## src/rtl/mem_arbiter_pkg.sv

```systemverilog
// Shared types for the RAM arbiter: RAM handshake states, word type and arbiter FSM states.
package mem_arbiter_pkg;
    typedef logic [31:0] word_t;

    typedef enum logic [1:0] {
        FREE   = 2'd0,
        BUSY   = 2'd1,
        ACCESS = 2'd2,
        ERROR  = 2'd3
    } ramstate_t;

    typedef enum logic {
        IDLE = 1'b0,
        XFER = 1'b1
    } arb_state_t;

    // Requesters of one class sit two indices apart, so the next in-class slot is g+2.
    function automatic int unsigned class_next(int unsigned g, int unsigned reqs);
        return (g + 2) % reqs;
    endfunction
endpackage

```

## src/rtl/mem_arbiter_if.sv

```systemverilog
// Cache-side request bus plus RAM port of the arbiter, bundled as one interface.
interface mem_arbiter_if #(parameter int REQS = 4);
    import mem_arbiter_pkg::*;
    localparam int GW = $clog2(REQS);

    logic [REQS-1:0] req_ren;
    logic [REQS-1:0] req_wen;
    logic [REQS-1:0] req_lock;
    word_t [REQS-1:0] req_addr;
    word_t [REQS-1:0] req_store;
    logic [REQS-1:0] req_wait;
    logic [REQS-1:0] req_err;
    word_t           req_load;
    logic            ramREN;
    logic            ramWEN;
    word_t           ramaddr;
    word_t           ramstore;
    word_t           ramload;
    ramstate_t       ramstate;
    logic [GW-1:0]   grant_id;
    logic            busy;

    // slave: the arbiter itself; master: caches and RAM model around it.
    modport slave (
        input  req_ren, req_wen, req_lock, req_addr, req_store, ramload, ramstate,
        output req_wait, req_err, req_load, ramREN, ramWEN, ramaddr, ramstore, grant_id, busy
    );
    modport master (
        output req_ren, req_wen, req_lock, req_addr, req_store, ramload, ramstate,
        input  req_wait, req_err, req_load, ramREN, ramWEN, ramaddr, ramstore, grant_id, busy
    );
endinterface

```

## src/rtl/mem_arbiter_rr_pick.sv

```systemverilog
// Round-robin picker: first masked request at or after ptr, wrapping around N slots.
module mem_arbiter_rr_pick #(
    parameter int N = 4
) (
    input  logic [N-1:0]         req,
    input  logic [N-1:0]         mask,
    input  logic [$clog2(N)-1:0] ptr,
    output logic                 found,
    output logic [$clog2(N)-1:0] idx
);
    localparam int W = $clog2(N);

    int          j;
    logic [W-1:0] jj;

    // Scan from the farthest offset down so the nearest hit is the one that sticks.
    always_comb begin
        found = 1'b0;
        idx   = ptr;
        j     = 0;
        jj    = '0;
        for (int off = N - 1; off >= 0; off--) begin
            j = int'(ptr) + off;
            if (j >= N) j = j - N;
            jj = W'(j);
            if (req[jj] && mask[jj]) begin
                found = 1'b1;
                idx   = jj;
            end
        end
    end
endmodule

```

## src/rtl/mem_arbiter.sv

```systemverilog
// Single-port RAM arbiter: dcache class over icache class, round-robin within a class,
// locked bursts, BUSY watchdog and ERROR propagation.
module mem_arbiter
    import mem_arbiter_pkg::*;
#(
    parameter int CPUS    = 2,
    parameter int TIMEOUT = 64
) (
    input  logic          CLK,
    input  logic          nRST,
    mem_arbiter_if.slave  bus
);
    localparam int REQS = 2 * CPUS;
    localparam int GW   = $clog2(REQS);
    localparam int CW   = $clog2(TIMEOUT + 1);

    arb_state_t      state, state_n;
    logic [GW-1:0]   grant, dptr, iptr, dpick, ipick, winner;
    logic            dfound, ifound, cap_ren, cap_wen;
    logic [CW-1:0]   cnt;
    logic [REQS-1:0] reqv, odd_mask;
    logic            xfer, drop, fail, done;

    assign reqv = bus.req_ren | bus.req_wen;

    for (genvar g = 0; g < REQS; g++) begin : g_mask
        assign odd_mask[g] = ((g % 2) == 1);
    end

    mem_arbiter_rr_pick #(.N(REQS)) u_dpick (
        .req(reqv), .mask(odd_mask), .ptr(dptr), .found(dfound), .idx(dpick)
    );
    mem_arbiter_rr_pick #(.N(REQS)) u_ipick (
        .req(reqv), .mask(~odd_mask), .ptr(iptr), .found(ifound), .idx(ipick)
    );

    assign winner = dfound ? dpick : ipick;
    assign xfer   = (state == XFER);

    // A requester that withdrew is not listening, so abort beats any RAM answer.
    always_comb begin
        drop = xfer && !reqv[grant];
        fail = xfer && !drop &&
               ((bus.ramstate == ERROR) ||
                ((bus.ramstate != ACCESS) && (cnt == CW'(TIMEOUT - 1))));
        done = xfer && !drop && ((bus.ramstate == ACCESS) || fail);
    end

    always_comb begin
        state_n = state;
        case (state)
            IDLE:    if (dfound || ifound) state_n = XFER;
            XFER:    if (drop || fail || (done && !bus.req_lock[grant])) state_n = IDLE;
            default: state_n = IDLE;
        endcase
    end

    always_ff @(posedge CLK or negedge nRST) begin
        if (!nRST) begin
            state   <= IDLE;
            grant   <= '0;
            cap_ren <= 1'b0;
            cap_wen <= 1'b0;
            dptr    <= '0;
            iptr    <= '0;
            cnt     <= '0;
        end else begin
            state <= state_n;
            if (state == IDLE && (dfound || ifound)) begin
                grant   <= winner;
                cap_ren <= bus.req_ren[winner];
                cap_wen <= bus.req_wen[winner];
            end
            if (done && state_n == XFER) begin
                cap_ren <= bus.req_ren[grant];
                cap_wen <= bus.req_wen[grant];
            end
            if (done) begin
                if (grant[0]) dptr <= GW'(class_next(grant, REQS));
                else          iptr <= GW'(class_next(grant, REQS));
            end
            cnt <= (xfer && state_n == XFER && !done) ? cnt + 1'b1 : '0;
        end
    end

    always_comb begin
        bus.req_wait = '1;
        bus.req_err  = '0;
        if (done) bus.req_wait[grant] = 1'b0;
        if (fail) bus.req_err[grant]  = 1'b1;
    end

    assign bus.req_load = bus.ramload;
    assign bus.ramREN   = xfer && cap_ren;
    assign bus.ramWEN   = xfer && cap_wen;
    assign bus.ramaddr  = xfer ? bus.req_addr[grant]  : '0;
    assign bus.ramstore = xfer ? bus.req_store[grant] : '0;
    assign bus.grant_id = grant;
    assign bus.busy     = xfer;
endmodule
```

## src/flat_wrapper.sv

```systemverilog
// flat-port wrapper written by rule: the top's interface ports become plain ports
module mem_arbiter_flat import mem_arbiter_pkg::*;
#(
    parameter int CPUS    = 2,
    parameter int TIMEOUT = 64
)
  (CLK, nRST, bus_req_ren, bus_req_wen, bus_req_lock, bus_req_addr, bus_req_store, bus_ramload, bus_ramstate, bus_req_wait, bus_req_err, bus_req_load, bus_ramREN, bus_ramWEN, bus_ramaddr, bus_ramstore, bus_grant_id, bus_busy);
  mem_arbiter_if bus_i ();
  input  logic CLK;
  input  logic nRST;
  input wire logic [$bits(bus_i.req_ren)-1:0] bus_req_ren;
  input wire logic [$bits(bus_i.req_wen)-1:0] bus_req_wen;
  input wire logic [$bits(bus_i.req_lock)-1:0] bus_req_lock;
  input wire logic [$bits(bus_i.req_addr)-1:0] bus_req_addr;
  input wire logic [$bits(bus_i.req_store)-1:0] bus_req_store;
  input wire logic [$bits(bus_i.ramload)-1:0] bus_ramload;
  input wire logic [$bits(bus_i.ramstate)-1:0] bus_ramstate;
  output wire logic [$bits(bus_i.req_wait)-1:0] bus_req_wait;
  output wire logic [$bits(bus_i.req_err)-1:0] bus_req_err;
  output wire logic [$bits(bus_i.req_load)-1:0] bus_req_load;
  output wire logic [$bits(bus_i.ramREN)-1:0] bus_ramREN;
  output wire logic [$bits(bus_i.ramWEN)-1:0] bus_ramWEN;
  output wire logic [$bits(bus_i.ramaddr)-1:0] bus_ramaddr;
  output wire logic [$bits(bus_i.ramstore)-1:0] bus_ramstore;
  output wire logic [$bits(bus_i.grant_id)-1:0] bus_grant_id;
  output wire logic [$bits(bus_i.busy)-1:0] bus_busy;
  assign bus_i.req_ren = bus_req_ren;
  assign bus_i.req_wen = bus_req_wen;
  assign bus_i.req_lock = bus_req_lock;
  assign bus_i.req_addr = bus_req_addr;
  assign bus_i.req_store = bus_req_store;
  assign bus_i.ramload = bus_ramload;
  assign bus_i.ramstate = bus_ramstate;
  assign bus_req_wait = bus_i.req_wait;
  assign bus_req_err = bus_i.req_err;
  assign bus_req_load = bus_i.req_load;
  assign bus_ramREN = bus_i.ramREN;
  assign bus_ramWEN = bus_i.ramWEN;
  assign bus_ramaddr = bus_i.ramaddr;
  assign bus_ramstore = bus_i.ramstore;
  assign bus_grant_id = bus_i.grant_id;
  assign bus_busy = bus_i.busy;
  mem_arbiter #(.CPUS(CPUS), .TIMEOUT(TIMEOUT)) u_core (.CLK(CLK), .nRST(nRST), .bus(bus_i));
endmodule
```

## config.mk

```make
export PLATFORM = sky130hd
export DESIGN_NAME = mem_arbiter_flat
export DESIGN_NICKNAME = d
export VERILOG_FILES = /design/src/rtl/mem_arbiter_pkg.sv /design/src/rtl/mem_arbiter_if.sv /design/src/rtl/mem_arbiter_rr_pick.sv /design/src/rtl/mem_arbiter.sv /design/src/flat_wrapper.sv
export SDC_FILE = /design/constraint.sdc
export NUM_CORES = 1
export LEC_CHECK = 0
export CELL_PAD_IN_SITES_DETAIL_PLACEMENT = 1
export CELL_PAD_IN_SITES_GLOBAL_PLACEMENT = 2
export CORE_MARGIN = 8
export CORE_UTILIZATION = 13
export CTS_BUF_LIST = sky130_fd_sc_hd__clkbuf_4
export DETAILED_ROUTE_END_ITERATION = 12
export MAX_ROUTING_LAYER = met4
export PLACE_DENSITY_LB_ADDON = 0.2
export SYNTH_ARGS = -nofsm -noshare
export SYNTH_HDL_FRONTEND = slang
export SYNTH_HIERARCHICAL = 1
export SYNTH_SLANG_ARGS = --single-unit
```

## constraint.sdc

```tcl
create_clock -name CLK -period 3.1 [get_ports CLK]
set_clock_uncertainty 0.2 [all_clocks]
set_input_delay 0.62 -clock CLK [delete_from_list [all_inputs] [get_ports CLK]]
set_output_delay 0.62 -clock CLK [all_outputs]
set_load 0.1 [all_outputs]
```

==> impl_summary.md, run 1 <==
Status
The flow ran to the end, and the final reports show no timing, DRC or antenna violations.

Timing
The final-layout setup total negative slack is 0 ns. In this run the tightest slew margin relative to its limit is 0.4878. Setup violations remaining at the end of the flow were counted as 0. After layout, the worst setup slack is 0.05635 ns. Of the available clock period, the critical path in the final layout requires 0.9818. The final number of hold-violating endpoints is 0.

The number of max-slew violations in the final report was 0. Setup repair after global routing left no endpoint under its margin. The smallest clock period supported by the final layout is computed as 3.044 ns. At the pin with the least slew margin, the transition time is 0.7659 ns. The highest achievable clock rate is around 330 MHz.

Worst setup path
The critical setup path kind is in -> out. Among cell families on the critical path, the largest total delay comes from buffers and inverters. For the worst setup path, the data arrival time is 2.22 ns. The type of element launching the critical path is an input pin. Among the stages of the critical path, the cell type that occurs most often is buf_4. For this design, the slowest cell found on the critical path is or4_4. The minimum setup slack among reg-to-reg paths is 0.40 ns.

At the worst endpoint, the required time is between 2 and 2.5 ns. The sum of buffers and inverters on the critical path is 4. The endpoint class of the critical path is a primary output. The signal on the critical path passes through dlygate4sd2_1, buf_4, or4_4, o311a_4, buf_4, nand4_1, buf_12. In this design, the stage delay of the slowest critical-path cell is 0.54 ns. Of all nets on the critical path, the largest fanout is 4.

Placement
The weighted congestion at the end of routability-driven global placement is 0.7943. The placed wire-length estimate after detailed placement is 20480 um. The count of buffers inserted at the top-level ports is around 350. Prior to clock tree synthesis, the placed netlist has a worst setup slack of -0.4407 ns.

Clock tree
The CTS tree is yes. Clock-pin slew was measured on the worst setup and hold paths at roughly 0.090 ns. For the worst-skew pair, the clock arrives at the later sink with an insertion delay of 0.29 ns. The TritonCTS buffer count is 3. The tree built by TritonCTS fans out to 16 sinks.

The total number of H-tree levels is 1. The root buffer cell chosen for the clock tree is clkbuf_4. Counting along the longest clock path gives a buffer depth of 2.

Job
Across the run, the number of max-cap violations was 0.

Yosys
Of the synthesized area, sequential elements account for 0.1172. The synthesized instance count is 317. The share of flip-flops with an asynchronous set or reset after synthesis is 1.000. The count of yosys warnings during synthesis is 6.

Yosys mapped a number of flops with a built-in enable equal to 0. Synthesis instantiated 47 different standard cells from the library. Among all flip-flop cells after synthesis, the most frequent one is dfrtp_1. The synthesized design contains 16 register bits.

After synthesis, the mean cell area works out to 10.78 sq um. The synthesized cell area is 3416 sq um.

Pwr
The part of the power in the clock network is 0.012. Summed over all cells, the static leakage comes to 3.102 nW. In this run the power spent charging and discharging nets is 5.639 mW. The power per cell area is 1148 nW/um^2. IR analysis of the VDD net gives a maximum drop of 919.2 uV. The logic gate share of total power is 0.949. The total internal power is around 3.8 mW.

Of the total power, the share spent switching nets is 0.5959. The register share of total power is 0.038.

Layout
The number of fillers in the final layout is 2872. The final-stage net count is roughly 1000. The antenna cell count is 0.

Of the cells placed in the final design, the portion with a size suffix greater than 1 is 0.3293. The area growth from synthesis to layout is 141.4%.

Drt
Once detail routing completed, the nets flagged for antenna violations numbered 0. After detailed routing, the total wire length is 23570 um. For this run, design rule violations remaining after detail routing come to 0.

The average wire per cell in the routed design is 23.50 um. Across all layers, the routed design uses between 4000 and 5000 vias. After detailed routing, the number of vias per cell comes to 4.154. The number of iterations in the first detailed-routing pass is 4. The starting DRC count in detailed routing is 149.

GRT
The first global-routing pass estimated 33350 um of wire. The leftover overflow at the end of global routing is 0. In the global route stage, overall resource usage came out at 0.1420. The via count of the first global-routing pass is 4688. The initial antenna violation count was 0.

Entering global routing, the biggest net connects 69 pins.

Floorplan
The core region is 25910 sq um. The number of placed I/O pins is 413. The die covers 31720 sq um. Measured along the y axis, the die boundary spans 178.1 um.

The number of standard-cell rows in the floorplan is 59. Measured along the x axis, the die boundary spans 178.1 um. For this configuration, the core starts out at a cell density of 0.1318.

Min path
The tightest min-delay check is of the reg -> reg type.
[per-stage QoR]
stage | power [mW] | util | hold slack [ns] | cell area (sq um) | std cells
final | 9.463 | 0.3182 | 0.2779 | 8244 | 1003
after global routing | 9.831 | 0.3182 | 0.3216 | 8244 | 1003
after CTS | 9.590 | 0.3169 | 0.2775 | 8212 | 1001
after detailed placement | 9.425 | 0.3146 | 0.2620 | 8152 | 995
after global placement | 9.397 | 0.3146 | 0.2498 | 8152 | 995
after floorplan | 6.211 | - | 0.1244 | 3586 | 337
[cell usage after synthesis (all sizes together) (5+ instances only)]
library cell | number | area, sq um
inv | 6 | 22.52
o21ai | 11 | 55.05
and2 | 70 | 437.9
nand3 | 7 | 35.03
mux4 | 68 | 1535
buf | 43 | 306.5
nor2 | 9 | 33.78
nand4 | 5 | 31.28
dfrtp | 16 | 400.4
clkbuf | 14 | 52.55
nand2 | 14 | 52.55
[cells in the final DEF, fill, tap and decap left out, types with 3 or more instances in the layout]
cell,Yosys,layout
inv_1,6,5
o22ai_1,4,4
and2_1,70,63
mux4_2,67,68
dfrtp_1,16,13
buf_4,32,31
dlygate4sd2_1,0,8
o21ai_0,10,9
nand4_1,5,5
nand2_1,14,14
mux2i_1,4,4
nand3_1,7,6
buf_12,0,78
clkbuf_4,0,3
clkdlybuf4s50_1,0,263
nor2_1,9,9
and2_2,0,7
buf_6,2,4
conb_1,2,22
[what timing repair did]
item / CTS / global route
endpoints found under the setup margin: 9 / 6
hold buffers: 0 / 0
gates resized for setup: 14 / 6
pin swaps: 5 / 3
buffers inserted: 2 / 2
[worst paths after layout]
check / start / endpoint / depth (start not counted)
max: bus_req_wen[0] / bus_req_wait[1] / 7
min: u_core/cnt[0] / u_core/cnt[0] / 1
max reg2reg: u_core/bus.grant_id[0] / u_core/cap_ren / 6
min reg2reg: u_core/cnt[0] / u_core/cnt[0] / 1
max in group asynchronous: nRST / u_core/bus.grant_id[1] / 1
min in group asynchronous: nRST / u_core/dptr[1] / 1
[flip-flops by register name, summed over array words and instances, names as in the netlist]
register             cells
u_core/cnt               7
u_core/dptr              2
u_core/cap_ren           1
u_core/bus.busy          1
u_core/cap_wen           1
u_core/bus.grant_id      2
u_core/iptr              2
[logic make-up after synthesis]
group	share of synthesized area
other cells	0.002199
mux	0.4722
simple gates	0.2117
compound gates	0.07106
fa+ha+maj	0.003662
flops	0.1172
buf+inv	0.1117
xor+xnor	0.01026
[power groups by stage]
stage | clock network (mW) | logic, mW | registers, mW
final | 0.115 | 8.98 | 0.364
after global routing | 0.136 | 9.31 | 0.383
after CTS | 0.124 | 9.10 | 0.365
after floorplan | 0 | 5.75 | 0.464
after detailed placement | 0 | 9.06 | 0.367
after global placement | 0 | 9.03 | 0.365
[layer usage]
| layer | vias up | global-route usage | wire [um] |
|---|---|---|---|
| met5 | - | - | 0 |
| met1 | 2115 | 0.1448 | 7899 |
| met2 | 170 | 0.2788 | 13510 |
| met3 | 6 | 0.03599 | 2111 |
| met4 | 0 | 0.007989 | 52 |
| li1 | 1875 | - | - |
[worst reg2reg max path, delay by kind of cell (launching register included)]
kind,cells,cell delay (ns)
buffers and inverters,2,0.63
DFF,1,0.54
muxes,2,0.79
and+or+nand+nor,2,0.43
[cell type report]
cell class	instances	area, sq um	share of cell area
Clock buffer	3	22.52	0.002732
Timing Repair Buffer	384	4542	0.5509
Tap cell	335	419.2	0.05084
Multi-Input combinational cell	258	2821	0.3422
Sequential cell	16	409.1	0.04963
Inverter	6	26.28	0.003187
Clock inverter	1	3.754	0.0004553
No activity file was read; power rests on OpenSTA's default activity.
==> run 2, diff against run 1 <==
REMOVE_ABC_BUFFERS = 1   (was default)
==> impl_summary.md, run 2 (synthesized netlist as in run 1, its figures left out) <==
Clock tree
The number of clock sinks is 16 (unchanged). The total number of H-tree levels came to 1 (unchanged). The TritonCTS buffer count came to 3 (unchanged).

The maximum clock path buffer count is 2 (unchanged). The clock-pin slew on the worst setup and hold paths is 0.10 ns (was 0.09 ns). The later-pin clock latency in the skew report came to 0.29 ns (about the same). The CTS tree is yes (unchanged). The hold-fix buffer count after cts is 0 (unchanged).

The root buffer selected by CTS is clkbuf_4 (unchanged).

Layout
The most common cell after layout, fill and taps aside is clkdlybuf4s50_1 (unchanged). The number of standard cells in the final layout excluding fillers was 1007 (was 1003). The number of fillers in the final layout is 2846 (was 2872). The register with the highest flop count is u_core/cnt (unchanged).

The area of the multi-input gates is 2789 sq um (was 2821 sq um). The final-stage net count is 972 (was 974). The share of layout cells above drive strength 1 came to 0.3123 (was 0.3293). The flip-flop count of the largest register, all copies and words added is 7 (unchanged). The layout overhead on the synthesized area came to 139.6% (was 141.4%).

Leading cell types in the layout, fill and taps excluded: clkdlybuf4s50_1, buf_12, and2_1 (was clkdlybuf4s50_1, buf_12, mux4_2). The area taken by flip-flops and latches is 409.1 sq um (unchanged).

Placement
The weighted congestion at the end of routability-driven global placement is 0.8191 (was 0.7943). The placed wire-length estimate after detailed placement is 24910 um (was 20480 um). The total placed cells including tap cells came to 992 (was 995). The count of buffers inserted at the top-level ports is 348 (unchanged).

Floorplan
The area of the die is 31720 sq um (unchanged). The floorplan die width is 178.1 um (unchanged). The core outline area came to 25910 sq um (unchanged). The number of standard-cell rows in the floorplan is 59 (unchanged). The starting utilization of the core area is 0.1318 (unchanged). The number of placed I/O pins is 413 (unchanged). The vertical extent of the die is 178.1 um (unchanged).

Pwr
The power per cell area came to 1151 nW/um^2 (was 1148 nW/um^2). The final total power is 9.419 mW (was 9.463 mW). The peak supply drop is 1041 uV (was 919.2 uV). The leakage component of the power is 3.079 nW (was 3.102 nW).

Timing
The number of max-slew violations in the final report is 0 (unchanged). The fraction of the cycle the final worst path needs is 0.9873 (was 0.9818). The highest achievable clock rate is 326.7 MHz (was 328.6 MHz).

The final-layout setup total negative slack is 0 ns (unchanged). The relative slew slack was 0.4687 (was 0.4878). The number of setup violations in the final report is 0 (unchanged). The slew at the pin closest to its max-slew limit is 0.7944 ns (was 0.7659 ns). The final number of hold-violating endpoints was 0 (unchanged). The post-layout minimum cycle time was 3.061 ns (was 3.044 ns). Unrepaired setup endpoints after global routing: yes (was no).

Job
The number of max-capacitance violations reported is 0 (unchanged).

GRT
The via count of the first global-routing pass is 4837 (was 4688). The global-route usage over all layers came to 0.1709 (was 0.1420). The maximum number of pins on one net before global-route repair is 69 (unchanged). The leftover overflow at the end of global routing is 0 (unchanged). The first-pass GRT wire length was 37390 um (was 33350 um). The initial antenna violation count is 9 (was 0).

Drt
The via count of the routed design was 4225 (was 4166). The average wire per cell in the routed design is 27.92 um (was 23.50 um). The wire length reported by the detailed router is 28110 um (was 23570 um). The number of iterations in the first detailed-routing pass is 4 (unchanged).

The remaining antenna violation count is 0 (unchanged). The number of design rule violations left after detail routing is 0 (unchanged). The detailed-route vias per instance is 4.196 (was 4.154). The starting DRC count in detailed routing came to 81 (was 149).

Worst setup path
The type of element launching the critical path is an input pin (unchanged). The count of cells along the worst register-to-register path was 7 (was 6). The library cell contributing the largest single delay on the critical path is clkdlybuf4s50_1 (was or4_4). The required time of the critical path is 3.09 ns (was 2.28 ns).

The critical setup path kind is in -> reg (was in -> out). The peak fanout along the critical path is 6 (was 4). The delay of the slowest critical-path stage is 0.45 ns (was 0.54 ns).

The endpoint class of the critical path is a flip-flop (was primary output). The arrival time at the worst endpoint was 3.05 ns (was 2.22 ns). Sequence of cells on the critical path: clkdlybuf4s50_1, or2_4, a221oi_1, a41o_1, o21ai_0, mux2i_1, mux4_2, mux2_1, mux2_4 (was dlygate4sd2_1, buf_4, or4_4, o311a_4, buf_4, nand4_1, buf_12).

Status
Status: completed (unchanged).

Min path
The count of cells along the worst hold path is 1 (unchanged). The class of the tightest hold or removal check is reg -> reg (unchanged).
[run 2: layout make-up]
| class | count | share of cell area |
|---|---|---|
| Antenna cell | 6 | 0.001834 |
| Clock buffer | 3 | 0.002751 |
| Clock inverter | 1 | 0.0004586 |
| Inverter | 6 | 0.002751 |
| Multi-Input combinational cell | 258 | 0.3407 |
| Sequential cell | 16 | 0.04998 |
| Tap cell | 335 | 0.05121 |
| Timing Repair Buffer | 382 | 0.5503 |
[run 2: report_power, final]
group | switching [mW] | internal (mW)
registers | 0.117 | 0.274
logic | 5.47 | 3.44
clock network | 0.0705 | 0.0469
[run 2: layer usage]
layer | track usage | share of wire | vias up
li1 | - | - | 1880
met1 | 0.1702 | 0.34 | 2078
met2 | 0.3188 | 0.54 | 249
met3 | 0.05673 | 0.097 | 18
met4 | 0.03578 | 0.015 | 0
met5 | - | 0 | -
[run 2: final timing paths]
kind	from	endpoint	slack [ns]
min in group asynchronous	nRST	u_core/cnt[2]	0.58
max in group asynchronous	nRST	u_core/bus.grant_id[0]	1.54
worst min-delay path	u_core/cnt[0]	u_core/cnt[0]	0.27
worst max register to register	u_core/iptr[1]	u_core/cap_ren	0.58
worst max-delay path	bus_req_wen[3]	u_core/cap_ren	0.04
worst min register to register	u_core/cnt[0]	u_core/cnt[0]	0.27
[run 2: repair_timing]
| item | CTS | global route |
|---|---|---|
| pin swaps | 8 | 1 |
| hold endpoints to repair | 0 | 0 |
| gates resized for setup | 24 | 2 |
| setup endpoints to repair | 9 | 30 |
| setup buffers | 3 | 1 |
| cloned | 0 | 1 |
[run 2: critical path, delay by kind of cell]
family | cells | cell delay (ns)
AO/OA/AOI/OAI | 3 | 0.51
AND/OR/NAND/NOR | 1 | 0.28
multiplexers | 4 | 1.18
buffers and inverters | 1 | 0.45
[run 2: per-stage QoR]
| step | setup WS, ns | area [sq um] | hold slack [ns] | util |
|---|---|---|---|---|
| floorplan | -4.831 | 3132 | 0.1244 | - |
| global placement | -0.4272 | 8006 | 0.2451 | 0.3090 |
| detailed placement | -0.4999 | 8006 | 0.2629 | 0.3090 |
| CTS | 0.007780 | 8122 | 0.2778 | 0.3134 |
| global route | -0.03394 | 8185 | 0.3122 | 0.3159 |
| finish | 0.03926 | 8185 | 0.2673 | 0.3159 |
